--- config.mk ---
export PLATFORM = sky130hd
export DESIGN_NAME = clock_period_meter_flat
export DESIGN_NICKNAME = d
export VERILOG_FILES = /design/src/rtl/clock_period_meter_if.sv /design/src/rtl/clock_period_meter.sv /design/src/flat_wrapper.sv
export SDC_FILE = /design/constraint.sdc
export NUM_CORES = 1
export LEC_CHECK = 0
export CAP_MARGIN = 40
export CORE_MARGIN = 3
export CORE_UTILIZATION = 40
export DETAILED_ROUTE_END_ITERATION = 6
export GPL_ROUTABILITY_DRIVEN = 0
export PLACE_DENSITY = 0.76
export SYNTH_ARGS = -nofsm -noshare
export SYNTH_HDL_FRONTEND = slang
export SYNTH_SLANG_ARGS = --single-unit
export TNS_END_PERCENT = 1
--- constraint.sdc ---
create_clock -name clkin -period 3.2 [get_ports clkin]
set_input_delay 0.64 -clock clkin [delete_from_list [all_inputs] [get_ports clkin]]
set_output_delay 0.64 -clock clkin [all_outputs]
set_load 0.005 [all_outputs]
--- src/rtl/clock_period_meter_if.sv ---
// Signal bundle between the period meter and whatever consumes its measurements.
// The meter drives the results; the consumer side supplies the waveform to be measured.
interface clock_period_meter_if #(
   parameter int CNT_W = 32
);
   logic             sig_in;
   logic [CNT_W-1:0] period;
   logic [CNT_W-1:0] high_time;
   logic             period_valid;
   logic             locked;
   logic             timeout;

   modport master (
      input  sig_in,
      output period, high_time, period_valid, locked, timeout
   );

   modport slave (
      output sig_in,
      input  period, high_time, period_valid, locked, timeout
   );
endinterface

--- src/rtl/clock_period_meter.sv ---
// Measures period and high time of a slow asynchronous waveform in clkin cycles,
// with lock indication and a stall timeout.
module clock_period_meter #(
   parameter int CNT_W       = 32,
   parameter int TIMEOUT     = 100000000,
   parameter int SYNC_STAGES = 2
) (
   input  logic                   clkin,
   input  logic                   reset,
   clock_period_meter_if.master   mif
);

   typedef enum logic {WAIT_EDGE, MEASURE} state_t;

   localparam logic [CNT_W-1:0] ONE_C     = CNT_W'(1);
   localparam logic [CNT_W-1:0] TIMEOUT_C = CNT_W'(TIMEOUT);

   state_t                 state_q, state_d;
   logic [SYNC_STAGES-1:0] sync_q, sync_d;
   logic                   prev_q, prev_d;
   logic [CNT_W-1:0]       cnt_q, cnt_d;
   logic [CNT_W-1:0]       period_q, period_d;
   logic [CNT_W-1:0]       high_time_q, high_time_d;
   logic                   period_valid_q, period_valid_d;
   logic                   locked_q, locked_d;
   logic                   timeout_q, timeout_d;

   logic sync_out;
   logic rise;
   logic fall;

   assign sync_out = sync_q[SYNC_STAGES-1];
   assign rise     = sync_out & ~prev_q;
   assign fall     = ~sync_out & prev_q;

   always_comb begin
      sync_d = {sync_q[SYNC_STAGES-2:0], mif.sig_in};
      prev_d = sync_out;
   end

   always_comb begin
      state_d        = state_q;
      cnt_d          = cnt_q;
      period_d       = period_q;
      high_time_d    = high_time_q;
      period_valid_d = 1'b0;
      locked_d       = locked_q;
      timeout_d      = 1'b0;
      case (state_q)
         WAIT_EDGE: begin
            cnt_d = '0;
            if (rise) begin
               cnt_d   = ONE_C;
               state_d = MEASURE;
            end
         end
         MEASURE: begin
            // A rise on the timeout cycle still counts as a valid period.
            if (rise) begin
               period_d       = cnt_q;
               period_valid_d = 1'b1;
               locked_d       = 1'b1;
               cnt_d          = ONE_C;
            end else if (cnt_q == TIMEOUT_C) begin
               timeout_d   = 1'b1;
               locked_d    = 1'b0;
               period_d    = '0;
               high_time_d = '0;
               cnt_d       = '0;
               state_d     = WAIT_EDGE;
            end else begin
               cnt_d = cnt_q + ONE_C;
               if (fall) begin
                  high_time_d = cnt_q;
               end
            end
         end
         default: state_d = WAIT_EDGE;
      endcase
   end

   always_ff @(posedge clkin or posedge reset) begin
      if (reset) begin
         state_q        <= WAIT_EDGE;
         sync_q         <= '0;
         prev_q         <= 1'b0;
         cnt_q          <= '0;
         period_q       <= '0;
         high_time_q    <= '0;
         period_valid_q <= 1'b0;
         locked_q       <= 1'b0;
         timeout_q      <= 1'b0;
      end else begin
         state_q        <= state_d;
         sync_q         <= sync_d;
         prev_q         <= prev_d;
         cnt_q          <= cnt_d;
         period_q       <= period_d;
         high_time_q    <= high_time_d;
         period_valid_q <= period_valid_d;
         locked_q       <= locked_d;
         timeout_q      <= timeout_d;
      end
   end

   assign mif.period       = period_q;
   assign mif.high_time    = high_time_q;
   assign mif.period_valid = period_valid_q;
   assign mif.locked       = locked_q;
   assign mif.timeout      = timeout_q;

endmodule

--- src/flat_wrapper.sv ---
// flat-port wrapper written by rule: the top's interface ports become plain ports
module clock_period_meter_flat 
#(
   parameter int CNT_W       = 32,
   parameter int TIMEOUT     = 100000000,
   parameter int SYNC_STAGES = 2
)
  (clkin, reset, mif_sig_in, mif_period, mif_high_time, mif_period_valid, mif_locked, mif_timeout);
  clock_period_meter_if #(.CNT_W(CNT_W)) mif_i ();
  input  logic clkin;
  input  logic reset;
  input wire logic [$bits(mif_i.sig_in)-1:0] mif_sig_in;
  output wire logic [$bits(mif_i.period)-1:0] mif_period;
  output wire logic [$bits(mif_i.high_time)-1:0] mif_high_time;
  output wire logic [$bits(mif_i.period_valid)-1:0] mif_period_valid;
  output wire logic [$bits(mif_i.locked)-1:0] mif_locked;
  output wire logic [$bits(mif_i.timeout)-1:0] mif_timeout;
  assign mif_i.sig_in = mif_sig_in;
  assign mif_period = mif_i.period;
  assign mif_high_time = mif_i.high_time;
  assign mif_period_valid = mif_i.period_valid;
  assign mif_locked = mif_i.locked;
  assign mif_timeout = mif_i.timeout;
  clock_period_meter #(.CNT_W(CNT_W), .TIMEOUT(TIMEOUT), .SYNC_STAGES(SYNC_STAGES)) u_core (.clkin(clkin), .reset(reset), .mif(mif_i));
endmodule
* After elaboration in Yosys (flattened, before gate mapping)
Index checks and enable logic that the tools add are counted. Widths: inputs -> output; s select.
Word-level totals: logic and storage cells 39, bits in registers 103
Operators by class: $add $sub $neg 1, eq/ne operators 1, bitwise operators 6, mux-type cells 18, reduce and logical (&&, ||, !) cells 4
Operators by type and width (number):
- $mux 32 | 6
- $pmux 32 s2 | 1
- $add 32x1->32 const B | 1
- $eq 32x27->1 const B | 1
- $mux 1 | 10
- $not 1->1 | 4
- $reduce_bool 2->1 | 2
- $reduce_and 3->1 | 1
- $and 1x1->1 | 2
- $pmux 1 s2 | 1
- $reduce_and 2->1 | 1

* Longest topological paths before layout
Gate-level depths: netlist of the first run.
depth after elaboration 4, gate-level depth with buffers 8, depth with buffers taken out 7

* Worst setup path after synthesis of the first run
No wires, ideal clock.
kind flip-flop to flip-flop, from reg u_core.cnt_q[0], to reg u_core.high_time_q[10] (netlist: u_core.mif.high_time[10]), data arrival time 1883 ps, clock period less this slack 2008 ps, stages on the path, launching flop included 9, path slack 1192 ps, buffers on the path 1, data required time 3075 ps, library setup time 125 ps, path through dfrtp_1 -> inv_1 -> ha_1 -> nor4b_1 -> nand4_1 -> o31ai_2 -> o211ai_2 -> buf_6 -> mux2_4
On the way: cells in the longest elaborated chain, start to end 3, elaborated cells on any way between the ends 4, classes of those cells eq/ne (1); mux (1); reduce/logical (2)
RTL lines:
- start, declared | RTL line clock_period_meter.sv:21 | logic [CNT_W-1:0] cnt_q, cnt_d;
- start signal, assigned | RTL line clock_period_meter.sv:97 | cnt_q <= cnt_d;
- $eq 32x27->1 * | RTL line clock_period_meter.sv:64 | end else if (cnt_q == TIMEOUT_C) begin
- $reduce_bool 2->1 (no source line)
- $reduce_and 3->1 (no source line)
- end signal, assigned | RTL line clock_period_meter.sv:99 | high_time_q <= high_time_d;
- end, declared | RTL line clock_period_meter.sv:23 | logic [CNT_W-1:0] high_time_q, high_time_d;
Every way passes the cells marked *; elsewhere a longest branch is shown, timed or not. A chain may end at the register's enable or synchronous reset.

* Worst setup path after layout of the first run
from reg u_core.cnt_q[0], to reg u_core.period_q[16] (netlist: u_core.mif.period[16])
On the way: cells in the longest elaborated chain, start to end 3
RTL lines:
- $eq 32x27->1 | RTL line clock_period_meter.sv:64
- $reduce_bool 2->1 (no source line)
- $reduce_and 2->1 (no source line)
- end signal, assigned | RTL line clock_period_meter.sv:98 | period_q <= period_d;
- end, declared | RTL line clock_period_meter.sv:22 | logic [CNT_W-1:0] period_q, period_d;
Every way passes these cells.

==> summary.txt, run 1 <==
status - finished clean
die area - 11910 sq um
sequential-to-total area share from yosys stat - 0.6061
fin. max-slew vios - 0
Leak Pwr - 2.398 nW
final wirelength - 9.522 mm
total CTS buffers - 9
WP data arrival - 2.66 ns
die width - 109.1 um
maximum fanout along the worst path - 18
reg-to-reg slack, setup - 0.79 ns
Detailed Routing Iterations Pass 1 - 4
TNS Setup - 0 ns
final net count - 408
largest cells by area after synthesis - dfrtp_1 (61%), a22o_1 (9.5%), mux2_4 (5.3%)
Synth top cells by count - dfrtp_1 (103), a22o_1 (46), nor2_1 (38)
Synth async-reset ratio - 1.000
CTS tree - done
Post-Syn Area - 4253 sq um
CP startpoint kind - flop
clock sink count - 103
starting density of the core - 0.4120
DP HPWL - 6.447 mm
most frequent cell after synthesis - dfrtp_1
FP Rows - 37
# hold bufs at CTS - 0
final worst slack - 0.7859 ns
Max-cap violations - 0
antenna cells - 0
fin cells - 544
Max VDD drop - 239.4 uV
GRT overflow - 0
Avg Inst Size Synth - 12.66 sq um
Worst-path clk slew - 0.09 ns
final core occ - 0.5138
clk buf depth - 2
Power Dens Cells - 461.3 nW/um^2
RSZ-0062 raised after global routing - no
antenna-violating nets left - 0
required time worst endpoint - 3.45 ns
fmax - 414.2 MHz
Hold Path Class - reg2reg
Gates resized, CTS repair - 0
Fill cells - 901
normalized max-slew margin - 0.4710
I/O pin cnt - 70
fin crit period - 2.414 ns
vias in the first global route - 2967
port bufs - 69
top cell type by total area after synthesis - dfrtp_1
routed len/inst - 17.50 um
Layout area overhead - 24.71%
DRC - 0
Root Driver - clkbuf_8
Post-CTS Setup Bufs - 0
Mapped Cells - 336
Final Setup Violations - 0
Final Cycle Share - 0.7544
share of layout cells above drive strength 1 - 0.1176
Post-synth EDFFs - 0
skew final - 0.009874 ns
top cell type's share of synthesized area - 0.6061
Net Count, Synth - 341
core footprint - 10320 sq um
Netlist cell types - 36
first-pass GRT wire length - 15.60 mm
synthesized flop and latch total - 103
largest net degree at the start of global routing - 104
Worst setup EP type - flop
Die Ht - 109.1 um
initial antenna violation count - 0
GRT Total Usage - 0.1696
dpl ws - 0.7718 ns
cell total after placement - 528
H-tree depth - 3
Hold Fails Final Rpt - 0
vias per cell - 5.305
clk_lat worst skew - 0.36 ns
Tightest Pin Transition - 0.7862 ns
ys flop type - dfrtp_1
synth warn - 0
critical path class - reg2reg
initial drt markers - 160
via count - 2886
## worst max-delay path, cell delays in order, from the launching register on
cell and delay, ns:
dfrtp_1 0.45, inv_1 0.09, ha_1 0.13, nor4b_1 0.25
nand4_1 0.21, nor2_1 0.38, o21ai_2 0.30, buf_4 0.30
a22o_1 0.20
## registers in the layout, summed over array words and instances (netlist names)
name / cells
u_core.prev_q: 1
u_core.state_q: 1
u_core.cnt_q: 32
u_core.mif.locked: 1
u_core.mif.timeout: 1
u_core.mif.period_valid: 1
u_core.mif.high_time: 32
u_core.mif.period: 32
u_core.sync_q: 2
## report_power, final
group	switching, W	internal, W	total, W	leakage [nW]
Clock	0.000434	0.000325	0.000759	0.0955
Combinational	0.000117	0.000146	0.000263	0.897
Sequential	0.0000635	0.00136	0.00142	1.41
Total	0.000615	0.00183	0.00245	2.40
## cell type report
cell class | instances | area (sq um) | area share
Sequential cell | 103 | 2577 | 0.4860
Tap cell | 136 | 170.2 | 0.03208
Timing Repair Buffer | 77 | 783.3 | 0.1477
Clock inverter | 5 | 31.28 | 0.005898
Clock buffer | 11 | 151.4 | 0.02854
Multi-Input combinational cell | 205 | 1560 | 0.2942
Inverter | 7 | 30.03 | 0.005662
## routing by layer
metal  wire [um]  GRT usage  vias to the layer above
li1            -          -                     1342
met1        4446     0.2379                     1457
met2        4520     0.2632                       79
met3         469    0.04381                        8
met4          85    0.04328                        0
met5           0          0                        -
## final timing paths
path / end / from / cells after the start
hold reg to reg: u_core.sync_q[1] / u_core.sync_q[0] / 0
setup reg to reg: u_core.mif.period[16] / u_core.cnt_q[0] / 8
max in group asynchronous: u_core.mif.high_time[26] / reset / 3
setup / recovery: u_core.mif.period[16] / u_core.cnt_q[0] / 8
min in group asynchronous: u_core.mif.period_valid / reset / 3
hold / removal: u_core.sync_q[1] / u_core.sync_q[0] / 0
## through the flow
stage	power, W	hold slack, ns	instance area (sq um)
floorplan	0.001582	0.3312	4257
global placement	0.001701	0.3422	5094
detailed placement	0.001715	0.3418	5121
CTS	0.002467	0.3729	5304
global route	0.002557	0.3763	5304
finish	0.002447	0.3651	5304
## cell usage in the layout, fill, tap and decap left out, types with 2 or more instances in the layout
| master | netlist | layout |
|---|---|---|
| buf_4 | 0 | 6 |
| nor4b_1 | 3 | 3 |
| and2_1 | 3 | 3 |
| mux2_2 | 2 | 2 |
| nand2_1 | 10 | 10 |
| mux2_4 | 15 | 15 |
| nor2_1 | 38 | 38 |
| clkbuf_8 | 0 | 11 |
| clkinv_2 | 0 | 3 |
| xnor2_1 | 15 | 15 |
| xor2_1 | 14 | 14 |
| a22o_1 | 46 | 46 |
| nor4_1 | 5 | 5 |
| nand4_1 | 11 | 11 |
| clkdlybuf4s50_1 | 0 | 69 |
| and4_1 | 6 | 6 |
| and3_1 | 4 | 4 |
| ha_1 | 2 | 2 |
| nor3_1 | 4 | 4 |
| clkinvlp_4 | 0 | 2 |
| dfrtp_1 | 103 | 103 |
| o21ai_0 | 3 | 3 |
| inv_1 | 7 | 6 |
| nand3_1 | 11 | 11 |
## cells by family (layout without fill, tap and decap cells)
logic type | Yosys count | count (layout) | synth area share
flops | 103 | 103 | 0.6061
simple gates | 102 | 102 | 0.1295
compound gates | 55 | 55 | 0.1106
xor+xnor | 29 | 29 | 0.05972
buf+inv | 28 | 100 | 0.03001
fa+ha+maj | 2 | 2 | 0.005883
mux | 17 | 17 | 0.05825
No activity file was read; power rests on OpenSTA's default activity.
==> run 2, diff against run 1 <==
- PLACE_DENSITY: 0.76 -> 0.74
- clock period: 3.2 -> 2.3 ns (I/O delays scaled with it)
==> run 2 against run 1 <==
Against the previous run: critical path type unchanged; first-iteration DRC count shrank 5.6%; total power grew 41%; clock-buffer cell count shrank 1; clock power grew 41%.
==> summary.txt, run 2 (synthesis results as in run 1) <==
status - finished clean
# hold bufs at CTS - 0
DR top layer - met4
final worst slack - 0.1910 ns
Worst setup EP type - flop
via count - 2965
WP data arrival - 2.36 ns
CP peak stage delay - 0.46 ns
fmax - 474.2 MHz
I/O pin cnt - 70
most common cell after layout, fill and taps aside - dfrtp_1
first-pass GRT wire length - 15.16 mm
Final Cycle Share - 0.9169
fin. max-slew vios - 0
Max-cap violations - 0
dpl ws - 0.07902 ns
fin cells - 569
Detailed Routing Iterations Pass 1 - 4
Top delay family on crit path - simple AND/OR/NAND/NOR gates
WP buf/inv - 1
reg-to-reg critical path startpoint - u_core.cnt_q[12]
Layout area overhead - 29.54%
total CTS buffers - 9
port bufs - 69
Root Driver - clkbuf_8
Reg-to-Reg End - u_core.mif.high_time[25]
GRT overflow - 0
reg-to-reg slack, setup - 0.19 ns
clock sink count - 103
Setup crit end - u_core.mif.high_time[25]
clk_lat worst skew - 0.37 ns
maximum fanout along the worst path - 10
TNS Setup - 0 ns
critical path class - reg2reg
Worst-path clk slew - 0.10 ns
Post-Route M1 WL - 4.520 mm
starting density of the core - 0.4120
Fill cells - 847
required time worst endpoint - 2.55 ns
DRC - 0
Crit-path slowest cell - dfrtp_1
CTS tree - done
final net count - 433
Critical path origin - u_core.cnt_q[12]
share of layout cells above drive strength 1 - 0.1755
Met3 Routed Length - 392 um
vias per cell - 5.211
cell total after placement - 553
Tot Pwr - 0.003457 W
Hold Path Class - reg2reg
Hold Fails Final Rpt - 0
vias in the first global route - 2957
routed len/inst - 16.41 um
Fin Hold WS - 0.3632 ns
H-tree depth - 3
initial antenna violation count - 0
WL met2 - 4.289 mm
skew final - 0.01391 ns
die width - 109.1 um
normalized max-slew margin - 0.7242
Final Setup Violations - 0
Cell Chain, Critical Path - nor4b_2 > nand4_1 > o31ai_2 > o211ai_4 > buf_4 > mux2_4
Leak Pwr - 2.528 nW
largest net degree at the start of global routing - 74
GRT Total Usage - 0.1648
Die Ht - 109.1 um
DP HPWL - 6.538 mm
initial drt markers - 151
CP startpoint kind - flop
core footprint - 10320 sq um
Tightest Pin Transition - 0.4099 ns
antenna-violating nets left - 0
FF-to-FF path depth - 6
RSZ-0062 raised after global routing - no
final wirelength - 9.338 mm
clk buf depth - 2
antenna cells - 0
commonest cells after routing, fill and taps aside - dfrtp_1 (103), clkdlybuf4s50_1 (69), a22o_1 (46)
fin crit period - 2.109 ns
FP Rows - 37
Max VDD drop - 333.9 uV
Power Dens Cells - 627.5 nW/um^2
number of cells on the critical path - 6
die area - 11910 sq um
-- run 2: changes by cell type in the layout (fill, tap and decap cells not counted), moves of 2 or more --
cell      change
buf_4        +25
clkinv_2      -3
nor4b_1       -3
nor4b_2       +3
clkinv_4      +2
inv_6         +2
-- run 2: final cells by class --
cell class              instances  area [sq um]  area share
inverters                       7         30.03    0.005451
clock buffers                  10         137.6     0.02498
flip-flops and latches        103          2577      0.4679
well taps                     136         170.2     0.03089
multi-input cells             205          1579      0.2866
repair buffers                102         963.4      0.1749
clock inverters                 6         51.30    0.009312
-- run 2: timing repair --
action	in CTS	in global routing
setup buffers	0	0
endpoints found under the setup margin	0	54
gates resized for setup	0	4
-- run 2: through the flow --
stage,area [sq um],util
floorplan,4257,-
CTS,5490,0.5318
global route,5509,0.5336
global placement,5301,0.5135
detailed placement,5301,0.5135
finish,5509,0.5336
-- run 2: power breakdown --
group / leakage (nW) / internal, W / switching (W)
registers: 1.41 / 0.00189 / 0.0000577
logic: 1.03 / 0.000236 / 0.000198
clock network: 0.0939 / 0.000439 / 0.000632
total: 2.53 / 0.00257 / 0.000888
-- run 2: worst reg2reg max path: cells and delay by family, from the launching register on --
family | cells | cell delay, ns
buf+inv | 1 | 0.20
flops | 1 | 0.46
compound gates | 2 | 0.43
mux | 1 | 0.30
simple gates | 2 | 0.60
-- run 2: worst min path at each step --
| stage | startpoint | depth (start not counted) | endpoint | slack [ns] |
|---|---|---|---|---|
| floorplan | u_core.sync_q[0] | 0 | u_core.sync_q[1] | 0.33 |
| detailed placement | u_core.sync_q[0] | 0 | u_core.sync_q[1] | 0.34 |
| finish | u_core.sync_q[0] | 0 | u_core.sync_q[1] | 0.36 |
| global placement | u_core.sync_q[0] | 0 | u_core.sync_q[1] | 0.35 |
| global route | u_core.sync_q[0] | 0 | u_core.sync_q[1] | 0.38 |
| CTS | u_core.sync_q[0] | 0 | u_core.sync_q[1] | 0.37 |
-- run 2: routing by layer --
metal / global-route usage / vias to the layer above
li1: - / 1386
met1: 0.2350 / 1499
met2: 0.2539 / 68
met3: 0.02605 / 12
met4: 0.06222 / 0
met5: 0 / -
